File: config.mk
export PLATFORM = sky130hd
export DESIGN_NAME = kbd_uart_fifo
export DESIGN_NICKNAME = d
export VERILOG_FILES = /design/src/rtl/kbd_pkg.sv /design/src/rtl/kbd_fifo_fwft.sv /design/src/rtl/kbd_uart_fifo.sv
export SDC_FILE = /design/constraint.sdc
export NUM_CORES = 1
export LEC_CHECK = 0
export BUFFER_PORTS_ARGS = -buffer_cell sky130_fd_sc_hd__buf_4
export CORE_UTILIZATION = 56
export DETAILED_ROUTE_END_ITERATION = 10
export PLACE_DENSITY_LB_ADDON = 0.08
export SYNTH_ARGS = -nofsm -noshare
export SYNTH_HDL_FRONTEND = slang
export SYNTH_SLANG_ARGS = --single-unit
export TNS_END_PERCENT = 10
File: constraint.sdc
create_clock -name i_clk -period 3.3 [get_ports i_clk]
set_clock_uncertainty 0.15 [all_clocks]
set_input_delay 0.165 -clock i_clk [delete_from_list [all_inputs] [get_ports i_clk]]
set_output_delay 0.165 -clock i_clk [all_outputs]
set_load 0.02 [all_outputs]
File: src/rtl/kbd_pkg.sv
// Shared constants, state encoding and baud math for the keyboard-link receiver.
package kbd_pkg;

  localparam int CH9350_CLK_HZ = 12000000;
  localparam int CH9350_BAUD   = 38400;

  typedef enum logic [2:0] {
    ST_IDLE,
    ST_START,
    ST_DATA,
    ST_STOP,
    ST_BREAK
  } rx_state_t;

  // Clocks per oversample tick; clamped to 1 so a too-fast baud still builds.
  function automatic int calc_prescale(input int clk_hz, input int baud, input int oversample);
    int p;
    p = clk_hz / (baud * oversample);
    return (p < 1) ? 1 : p;
  endfunction

endpackage

File: src/rtl/kbd_fifo_fwft.sv
// First-word-fall-through FIFO; head entry is visible whenever empty is low.
module kbd_fifo_fwft #(
  parameter int WIDTH = 9,
  parameter int DEPTH = 16
) (
  input  logic                     clk,
  input  logic                     rst_n,
  input  logic                     push,
  input  logic [WIDTH-1:0]         push_data,
  input  logic                     pop,
  output logic [WIDTH-1:0]         pop_data,
  output logic [$clog2(DEPTH):0]   count,
  output logic                     full,
  output logic                     empty
);

  localparam int AW    = $clog2(DEPTH);
  localparam int CNT_W = AW + 1;

  logic [WIDTH-1:0] mem [DEPTH];
  logic [AW-1:0]    wr_ptr, rd_ptr;
  logic             wr_en, rd_en;

  assign empty    = (count == '0);
  assign full     = (count == CNT_W'(DEPTH));
  // A full FIFO still takes a write when the head leaves in the same cycle.
  assign wr_en    = push && (!full || pop);
  assign rd_en    = pop && !empty;
  assign pop_data = mem[rd_ptr];

  always_ff @(posedge clk) begin
    if (wr_en) mem[wr_ptr] <= push_data;
  end

  always_ff @(posedge clk or negedge rst_n) begin
    if (!rst_n) begin
      wr_ptr <= '0;
      rd_ptr <= '0;
      count  <= '0;
    end else begin
      if (wr_en) wr_ptr <= wr_ptr + 1'b1;
      if (rd_en) rd_ptr <= rd_ptr + 1'b1;
      case ({wr_en, rd_en})
        2'b10:   count <= count + 1'b1;
        2'b01:   count <= count - 1'b1;
        default: count <= count;
      endcase
    end
  end

endmodule

File: src/rtl/kbd_uart_fifo.sv
// Oversampling UART receiver with idle/packet-boundary detection feeding a FWFT byte FIFO.
module kbd_uart_fifo
  import kbd_pkg::*;
#(
  parameter int CLK_HZ     = CH9350_CLK_HZ,
  parameter int BAUD       = CH9350_BAUD,
  parameter int OVERSAMPLE = 8,
  parameter int DATA_WIDTH = 8,
  parameter int FIFO_DEPTH = 16,
  parameter int IDLE_BITS  = 20
) (
  input  logic                          i_clk,
  input  logic                          i_rst_n,
  input  logic                          i_rxd,
  input  logic                          i_data_ready,
  output logic                          o_data_valid,
  output logic [DATA_WIDTH-1:0]         o_data,
  output logic                          o_data_sop,
  output logic [$clog2(FIFO_DEPTH):0]   o_count,
  output logic                          o_idle,
  output logic                          o_overrun,
  output logic                          o_frame_err,
  input  logic                          i_clr_err
);

  localparam int PRESCALE = calc_prescale(CLK_HZ, BAUD, OVERSAMPLE);
  localparam int PS_W     = $clog2(PRESCALE + 1);
  localparam int OS_W     = $clog2(OVERSAMPLE);
  localparam int BIT_W    = $clog2(DATA_WIDTH + 1);
  localparam int ID_W     = $clog2(IDLE_BITS + 1);

  localparam logic [PS_W-1:0]  PS_MAX  = PS_W'(PRESCALE - 1);
  localparam logic [OS_W-1:0]  OS_MAX  = OS_W'(OVERSAMPLE - 1);
  localparam logic [OS_W-1:0]  OS_HALF = OS_W'(OVERSAMPLE / 2 - 1);
  localparam logic [BIT_W-1:0] BIT_MAX = BIT_W'(DATA_WIDTH - 1);
  localparam logic [ID_W-1:0]  ID_MAX  = ID_W'(IDLE_BITS);

  rx_state_t             state;
  logic                  rx_meta, rx_s, rx_d;
  logic [PS_W-1:0]       ps_cnt;
  logic [OS_W-1:0]       os_cnt, idle_sub;
  logic [BIT_W-1:0]      bit_idx;
  logic [DATA_WIDTH-1:0] shreg;
  logic [ID_W-1:0]       idle_cnt;
  logic                  sop_pending;
  logic                  tick, start_edge, os_last;
  logic                  push, frame_set, pop, fifo_full, fifo_empty;

  assign tick       = (ps_cnt == PS_MAX);
  assign start_edge = (state == ST_IDLE) && rx_d && !rx_s;
  assign os_last    = (os_cnt == OS_MAX);
  assign push       = (state == ST_STOP) && tick && os_last && rx_s;
  assign frame_set  = (state == ST_STOP) && tick && os_last && !rx_s;
  assign pop        = o_data_valid && i_data_ready;
  assign o_idle     = (idle_cnt == ID_MAX);

  always_ff @(posedge i_clk or negedge i_rst_n) begin
    if (!i_rst_n) begin
      rx_meta <= 1'b1;
      rx_s    <= 1'b1;
      rx_d    <= 1'b1;
    end else begin
      rx_meta <= i_rxd;
      rx_s    <= rx_meta;
      rx_d    <= rx_s;
    end
  end

  // Restarting the prescaler on the start edge aligns samples to the bit centre.
  always_ff @(posedge i_clk or negedge i_rst_n) begin
    if (!i_rst_n)                ps_cnt <= '0;
    else if (start_edge || tick) ps_cnt <= '0;
    else                         ps_cnt <= ps_cnt + 1'b1;
  end

  always_ff @(posedge i_clk or negedge i_rst_n) begin
    if (!i_rst_n) begin
      state   <= ST_IDLE;
      os_cnt  <= '0;
      bit_idx <= '0;
      shreg   <= '0;
    end else begin
      case (state)
        ST_IDLE: if (start_edge) begin
          state  <= ST_START;
          os_cnt <= '0;
        end
        ST_START: if (tick) begin
          if (os_cnt == OS_HALF) begin
            state   <= rx_s ? ST_IDLE : ST_DATA;
            os_cnt  <= '0;
            bit_idx <= '0;
          end else os_cnt <= os_cnt + 1'b1;
        end
        ST_DATA: if (tick) begin
          if (os_last) begin
            os_cnt  <= '0;
            shreg   <= {rx_s, shreg[DATA_WIDTH-1:1]};
            bit_idx <= bit_idx + 1'b1;
            if (bit_idx == BIT_MAX) state <= ST_STOP;
          end else os_cnt <= os_cnt + 1'b1;
        end
        ST_STOP: if (tick) begin
          if (os_last) begin
            os_cnt <= '0;
            state  <= rx_s ? ST_IDLE : ST_BREAK;
          end else os_cnt <= os_cnt + 1'b1;
        end
        ST_BREAK: if (tick) begin
          if (!rx_s)        os_cnt <= '0;
          else if (os_last) state  <= ST_IDLE;
          else              os_cnt <= os_cnt + 1'b1;
        end
        default: state <= ST_IDLE;
      endcase
    end
  end

  // Idle timer runs in whole bit-times and saturates at the packet-gap threshold.
  always_ff @(posedge i_clk or negedge i_rst_n) begin
    if (!i_rst_n) begin
      idle_cnt <= '0;
      idle_sub <= '0;
    end else if (state != ST_IDLE || !rx_s) begin
      idle_cnt <= '0;
      idle_sub <= '0;
    end else if (tick && !o_idle) begin
      if (idle_sub == OS_MAX) begin
        idle_sub <= '0;
        idle_cnt <= idle_cnt + 1'b1;
      end else idle_sub <= idle_sub + 1'b1;
    end
  end

  always_ff @(posedge i_clk or negedge i_rst_n) begin
    if (!i_rst_n) begin
      sop_pending <= 1'b1;
      o_overrun   <= 1'b0;
      o_frame_err <= 1'b0;
    end else begin
      if (push)        sop_pending <= 1'b0;
      else if (o_idle) sop_pending <= 1'b1;
      o_overrun   <= (push && fifo_full && !pop) || (o_overrun && !i_clr_err);
      o_frame_err <= frame_set || (o_frame_err && !i_clr_err);
    end
  end

  kbd_fifo_fwft #(
    .WIDTH (DATA_WIDTH + 1),
    .DEPTH (FIFO_DEPTH)
  ) u_fifo (
    .clk       (i_clk),
    .rst_n     (i_rst_n),
    .push      (push),
    .push_data ({sop_pending, shreg}),
    .pop       (pop),
    .pop_data  ({o_data_sop, o_data}),
    .count     (o_count),
    .full      (fifo_full),
    .empty     (fifo_empty)
  );

  assign o_data_valid = !fifo_empty;

endmodule
==> results of run 1 <==
logic make-up after synthesis:
| logic type | Yosys count | synth area share, % |
|---|---|---|
| AO/OA/AOI/OAI | 36 | 2.797 |
| XOR/XNOR | 17 | 1.799 |
| adder cells (fa/ha/maj) | 20 | 3.024 |
| buffers and inverters | 39 | 2.117 |
| flip-flops | 195 | 67.74 |
| multiplexers | 63 | 14.70 |
| AND/OR/NAND/NOR | 118 | 7.832 |
layout make-up:
| cell class | instances | share of cell area (%) |
|---|---|---|
| clock buffer | 22 | 4.931 |
| clock inverter | 10 | 1.409 |
| inverter | 16 | 0.6380 |
| multi-input combinational | 254 | 26.53 |
| sequential | 195 | 59.56 |
| tap | 184 | 2.446 |
| timing repair buffer | 52 | 4.492 |
critical path, stage by stage (launching register included):
cell and delay [ns]:
dfrtp_1 0.36, ha_1 0.20, ha_1 0.18, nand3_1 0.15, nor4_4 0.25, nand2_2 0.16
ha_2 0.27, xor2_1 0.17, ha_1 0.22, nor2b_1 0.13, o21ai_0 0.24, a21oi_1 0.11
nor4b_1 0.31
metal layers:
| metal | track usage [%] | up-vias | routed length, um |
|---|---|---|---|
| li1 | - | 1988 | - |
| met1 | 31.88 | 2304 | 7224 |
| met2 | 35.27 | 102 | 7649 |
| met3 | 4.382 | 24 | 547 |
| met4 | 9.337 | 0 | 314 |
| met5 | 0 | - | 0 |
report_power, final:
part	leakage [nW]	total, mW	internal [mW]	switching, mW
Combinational	1.11	1.17	0.621	0.547
Clock	0.298	2.07	1.23	0.845
Sequential	1.98	3.00	2.72	0.274
Total	3.39	6.24	4.57	1.67
worst paths after layout:
kind | end | from
worst min register to register | rx_s | rx_meta
worst min-delay path | o_overrun | i_data_ready
min in group asynchronous | shreg[3] | i_rst_n
worst max-delay path | u_fifo.count[4] | os_cnt[0]
worst max register to register | u_fifo.count[4] | os_cnt[0]
max in group asynchronous | u_fifo.rd_ptr[0] | i_rst_n
metrics by stage:
| step | total power [mW] | instance area [sq um] | instances | setup WS, ns |
|---|---|---|---|---|
| 6_report | 6.240 | 9414 | 733 | 0.2908 |
| 5_1_grt | 6.528 | 9414 | 733 | 0.03569 |
| 4_1_cts | 6.314 | 9412 | 733 | 0.1037 |
| 3_5_place_dp | 4.242 | 8785 | 698 | 0.1050 |
| 3_3_place_gp | 4.213 | 8785 | 698 | 0.2509 |
| 2_1_floorplan | 3.890 | 8275 | 488 | 0.1070 |
registers in the layout, indices dropped and copies added, names as in the netlist, 3 cells and up:
register,flops
idle_cnt,5
u_fifo.count,5
u_fifo.mem,144
os_cnt,3
u_fifo.wr_ptr,4
idle_sub,3
u_fifo.rd_ptr,4
bit_idx,4
state,3
ps_cnt,6
shreg,8
what timing repair did:
| item | 4_1_cts | 5_1_grt |
|---|---|---|
| hold buffers | 3 | 0 |
| setup endpoints to repair | 0 | 1 |
| hold endpoints to repair | 50 | 0 |
| resized for setup | 0 | 1 |
layout by cell type, fill, tap and decap left out, drive strengths merged, types with 2 or more instances in the layout:
cell	count
nor3b	4
bufinv	3
buf	49
edfxtp	144
a21o	2
o22ai	3
nand4b	2
nand3	16
nor3	6
mux2	15
nor2	35
nand2	16
inv	17
clkbuf	22
nand4	5
o2111ai	2
nor4	6
nand3b	2
and3b	4
mux4	45
a22oi	2
ha	20
o21ai	11
a311oi	2
mux2i	3
dlygate4sd3	3
clkinv	6
nor2b	8
dfstp	4
xor2	6
dfrtp	47
o211ai	2
a21oi	6
nand2b	7
a21boi	2
xnor2	11
==> flow_summary.ini, run 1 <==
[outcome]
status = finished clean

[synth]
yosys.cell_count.top_type = edfxtp_1
synthTopCellsByArea = edfxtp_1, dfrtp_1, mux4_2, ha_1, mux2_2
ys_ff_latch = 195
postSynthCellCount = 488
synth_area_sq_um = 8275
ys_seq_area_share_pct = 67.74
netlist.area_leader.share_pct = 52.25
ys.warnings.count = 0
netlist_top_cells_count = edfxtp_1, dfrtp_1, mux4_2
ys.flop_type = edfxtp_1
synthDistinctLibCells = 53
yosys.area.top_type = edfxtp_1
avgSynthCellArea_sq_um = 16.96
synth_edf_count = 144
synthArstFlopShare_pct = 26.15
synth_nets = 513

[global_routing]
grt_antenna_before_repair = 0
grt_first_pass_wirelength_um = 24450
gr-total-overflow = 0
grt_max_degree = 52
grtUsageTotal_pct = 22.75
first_global_vias = 4369

[pwr]
peakVddDrop_mv = 0.4312
p_per_area_nw_per_um2 = 662.9
leakage_nw = 3.386

[layout]
nets = 561
regArea_sq_um = 5607
drive_above_1_share_pct = 27.32
fillers = 1008
diodes = 0
multiInputGateArea_sq_um = 2497
area_growth_pct = 13.76
finish.utilization_pct = 65.02

[floorplan]
die_height_um = 123.6
coreArea_sq_um = 14480
start_util_pct = 57.16
dieArea_sq_um = 15270
dieWidth_um = 123.6
boundaryPins = 23
rows = 44

[timing]
hold-worst-slack_ns = 0.06032
fin_crit_ns = 3.009
setup-violations-final = 0
hold_viol = 0
rsz0062_at_grt = false
fin_crit_sh_pct = 91.19
fmax_mhz = 332.3
maxSlewHeadroom_pct = 47.90
tightestPinTransition_ns = 0.7815
tns_ns = 0
maxSlewViolCount = 0

[clock_network]
cts_setup_buffers = 0
cts_tree = yes
cts_buffer_depth = 2
insertion_delay_ns = 0.43
cts_max_level = 4
cts.reportedPaths.clkPinSlew_ns = 0.06
cts_sinks = 195
cts_buffers = 17
cts-root-buf = clkbuf_16

[routing]
via_count = 4418
wl_per_cell_um = 21.47
dr.pass1.iters = 4
ant_nets = 0
drtIter0Drc = 385
wirelength_um = 15740
drc = 0
drt-vias-per-instance = 6.027

[setup_path]
cp_max_fo = 10
reg2reg_slack_ns = 0.29
r2r_cells = 12
critical_path_class = flop to flop
worstPathArrival_ns = 3.18
crit_required_ns = 3.47
critPathCaptureType = flop
startpoint_type = flop

[placement]
gp_congestion = 0.7817
portBuffers = 22
dp_hpwl_um = 10010

[job]
cap_violations = 0

[worst_hold_path]
hold_class = primary input to flop
whs_path_depth = 4
Note: power is estimated with default switching activity, not from simulation.
==> inputs of run 2 (changes only) <==
- MAX_ROUTING_LAYER: default -> met4
==> run 2 against run 1 <==
  * Hold slack gained 0.0050 ns
  * Die area is the same
  * Power is essentially flat
  * Clock power is essentially flat
  * First-iteration DRC count shrank 4.2%
  * Critical endpoint unchanged
  * Largest cell class unchanged
  * Highest routed layer unchanged
==> flow_summary.ini, run 2 (synthesis results as in run 1) <==
[setup_path]
crit_slowest_cell = dfrtp_1
crit_top_cell = ha_1
crit_chain = ha_1 > ha_1 > nand3_1 > nor4_4 > nand2_2 > ha_2 > xor2_1 > ha_1 > nor2b_1 > o21ai_0 > a21oi_1 > nor4b_1
cp_max_fo = 10
worst-path-buf-inv = 0
worstPathArrival_ns = 3.18
cpPeakStageDelay_ns = 0.36
startpoint_type = flop
crit_family = simple AND/OR/NAND/NOR gates
critical_path_class = flop to flop
critPathCaptureType = flop
crit_required_ns = 3.46

[clock_network]
cts_buffers = 17
cts-root-buf = clkbuf_16
cts_sinks = 195
cts_tree = yes
cts.reportedPaths.clkPinSlew_ns = 0.06
cts_max_level = 4
cts_setup_buffers = 0
insertion_delay_ns = 0.42
cts_buffer_depth = 2

[floorplan]
die_height_um = 123.6
rows = 44
coreArea_sq_um = 14480
dieWidth_um = 123.6
start_util_pct = 57.16
boundaryPins = 23
dieArea_sq_um = 15270

[layout]
fin_cells = 733
largest_reg_flops = 144
multiInputGateArea_sq_um = 2497
diodes = 0
area_growth_pct = 13.76
fillers = 1008
largestRegisters = u_fifo.mem: 144 flops, shreg: 8 flops, ps_cnt: 6 flops
largest_register = u_fifo.mem
finish.utilization_pct = 65.02
regArea_sq_um = 5607
final_common_cell = edfxtp_1
final_cell_mix = edfxtp_1, buf_4, dfrtp_1
nets = 561
drive_above_1_share_pct = 27.32

[pwr]
leakage_nw = 3.386
p_comb_share_pct = 18.7
intPower_mw = 4.575
seqPwrFrac_pct = 48.1
power.switching_mw = 1.660
power.share.clock_pct = 33.2
p_per_area_nw_per_um2 = 662.2
swShare_pct = 26.62
peakVddDrop_mv = 0.4306

[routing]
dr.pass1.iters = 4
wl_per_cell_um = 21.36
drc = 0
drt-vias-per-instance = 6.007
ant_nets = 0
wirelength_um = 15650
drtIter0Drc = 369
via_count = 4403

[timing]
setup_ws_ns = 0.2846
rsz0062_at_grt = false
tns_ns = 0
setup-violations-final = 0
maxSlewHeadroom_pct = 47.67
tightestPinTransition_ns = 0.7850
fin_crit_ns = 3.015
fin_crit_sh_pct = 91.38
maxSlewViolCount = 0
hold_viol = 0
fmax_mhz = 331.6

[global_routing]
first_global_vias = 4374
grtUsageTotal_pct = 23.47
grt_max_degree = 52
grt_antenna_before_repair = 0
gr-total-overflow = 0
grt_first_pass_wirelength_um = 24450

[placement]
dp_hpwl_um = 10010
dpl_worst_slack_ns = 0.1050
gp_congestion = 0.7925
dp_cells = 698
portBuffers = 22

[outcome]
status = finished clean

[worst_hold_path]
hold_class = primary input to flop

[job]
cap_violations = 0
[run 2: cell counts in the layout (fill, tap and decap cells not counted)]
Identical to the previous run, type by type.
[run 2: worst min-delay path: cells and delay by family]
kind	cells	cell delay (ns)
buf+inv	2	0.23
simple gates	1	0.13
compound gates	1	0.07
[run 2: cell type report]
| cell class | instances | share of cell area, % |
|---|---|---|
| Clock inverter | 10 | 1.409 |
| Multi-Input combinational cell | 254 | 26.53 |
| Clock buffer | 22 | 4.931 |
| Tap cell | 184 | 2.446 |
| Inverter | 16 | 0.6380 |
| Sequential cell | 195 | 59.56 |
| Timing Repair Buffer | 52 | 4.492 |
[run 2: path summary, 6_finish.rpt]
path | slack [ns] | depth (start not counted) | end | from
setup / recovery | 0.28 | 12 | u_fifo.count[4] | os_cnt[0]
hold / removal | 0.07 | 4 | o_overrun | i_data_ready
setup reg to reg | 0.28 | 12 | u_fifo.count[4] | os_cnt[0]
hold reg to reg | 0.21 | 0 | rx_s | rx_meta
max in group asynchronous | 2.32 | 2 | u_fifo.rd_ptr[0] | i_rst_n
min in group asynchronous | 0.16 | 2 | shreg[3] | i_rst_n
[run 2: repair_timing]
action	CTS	global route
gates resized for setup	0	1
endpoints found under the setup margin	0	1
hold endpoints to repair	50	0
hold buffers	3	0
[run 2: per-stage QoR]
step / total power, mW / hold slack (ns) / area (sq um)
floorplan: 3.890 / -0.2806 / 8275
global placement: 4.213 / 0.1024 / 8785
detailed placement: 4.242 / 0.1060 / 8785
CTS: 6.314 / 0.05704 / 9412
global route: 6.533 / 0.08102 / 9414
finish: 6.234 / 0.06530 / 9414
[run 2: power groups by stage]
stage                     Combinational (mW)  Sequential [mW]  Clock, mW
after floorplan                        0.992             2.90          0
after global placement                  1.17             3.05          0
after detailed placement                1.19             3.05          0
after CTS                               1.19             3.00       2.12
after global routing                    1.28             3.04       2.21
final                                   1.17             3.00       2.07
[run 2: layer usage]
metal	track usage, %	up-vias	share of wire (%)
li1	-	1987	-
met1	32.07	2298	46
met2	35.16	97	49
met3	4.382	21	3.4
met4	9.337	0	1.8
met5	-	-	0
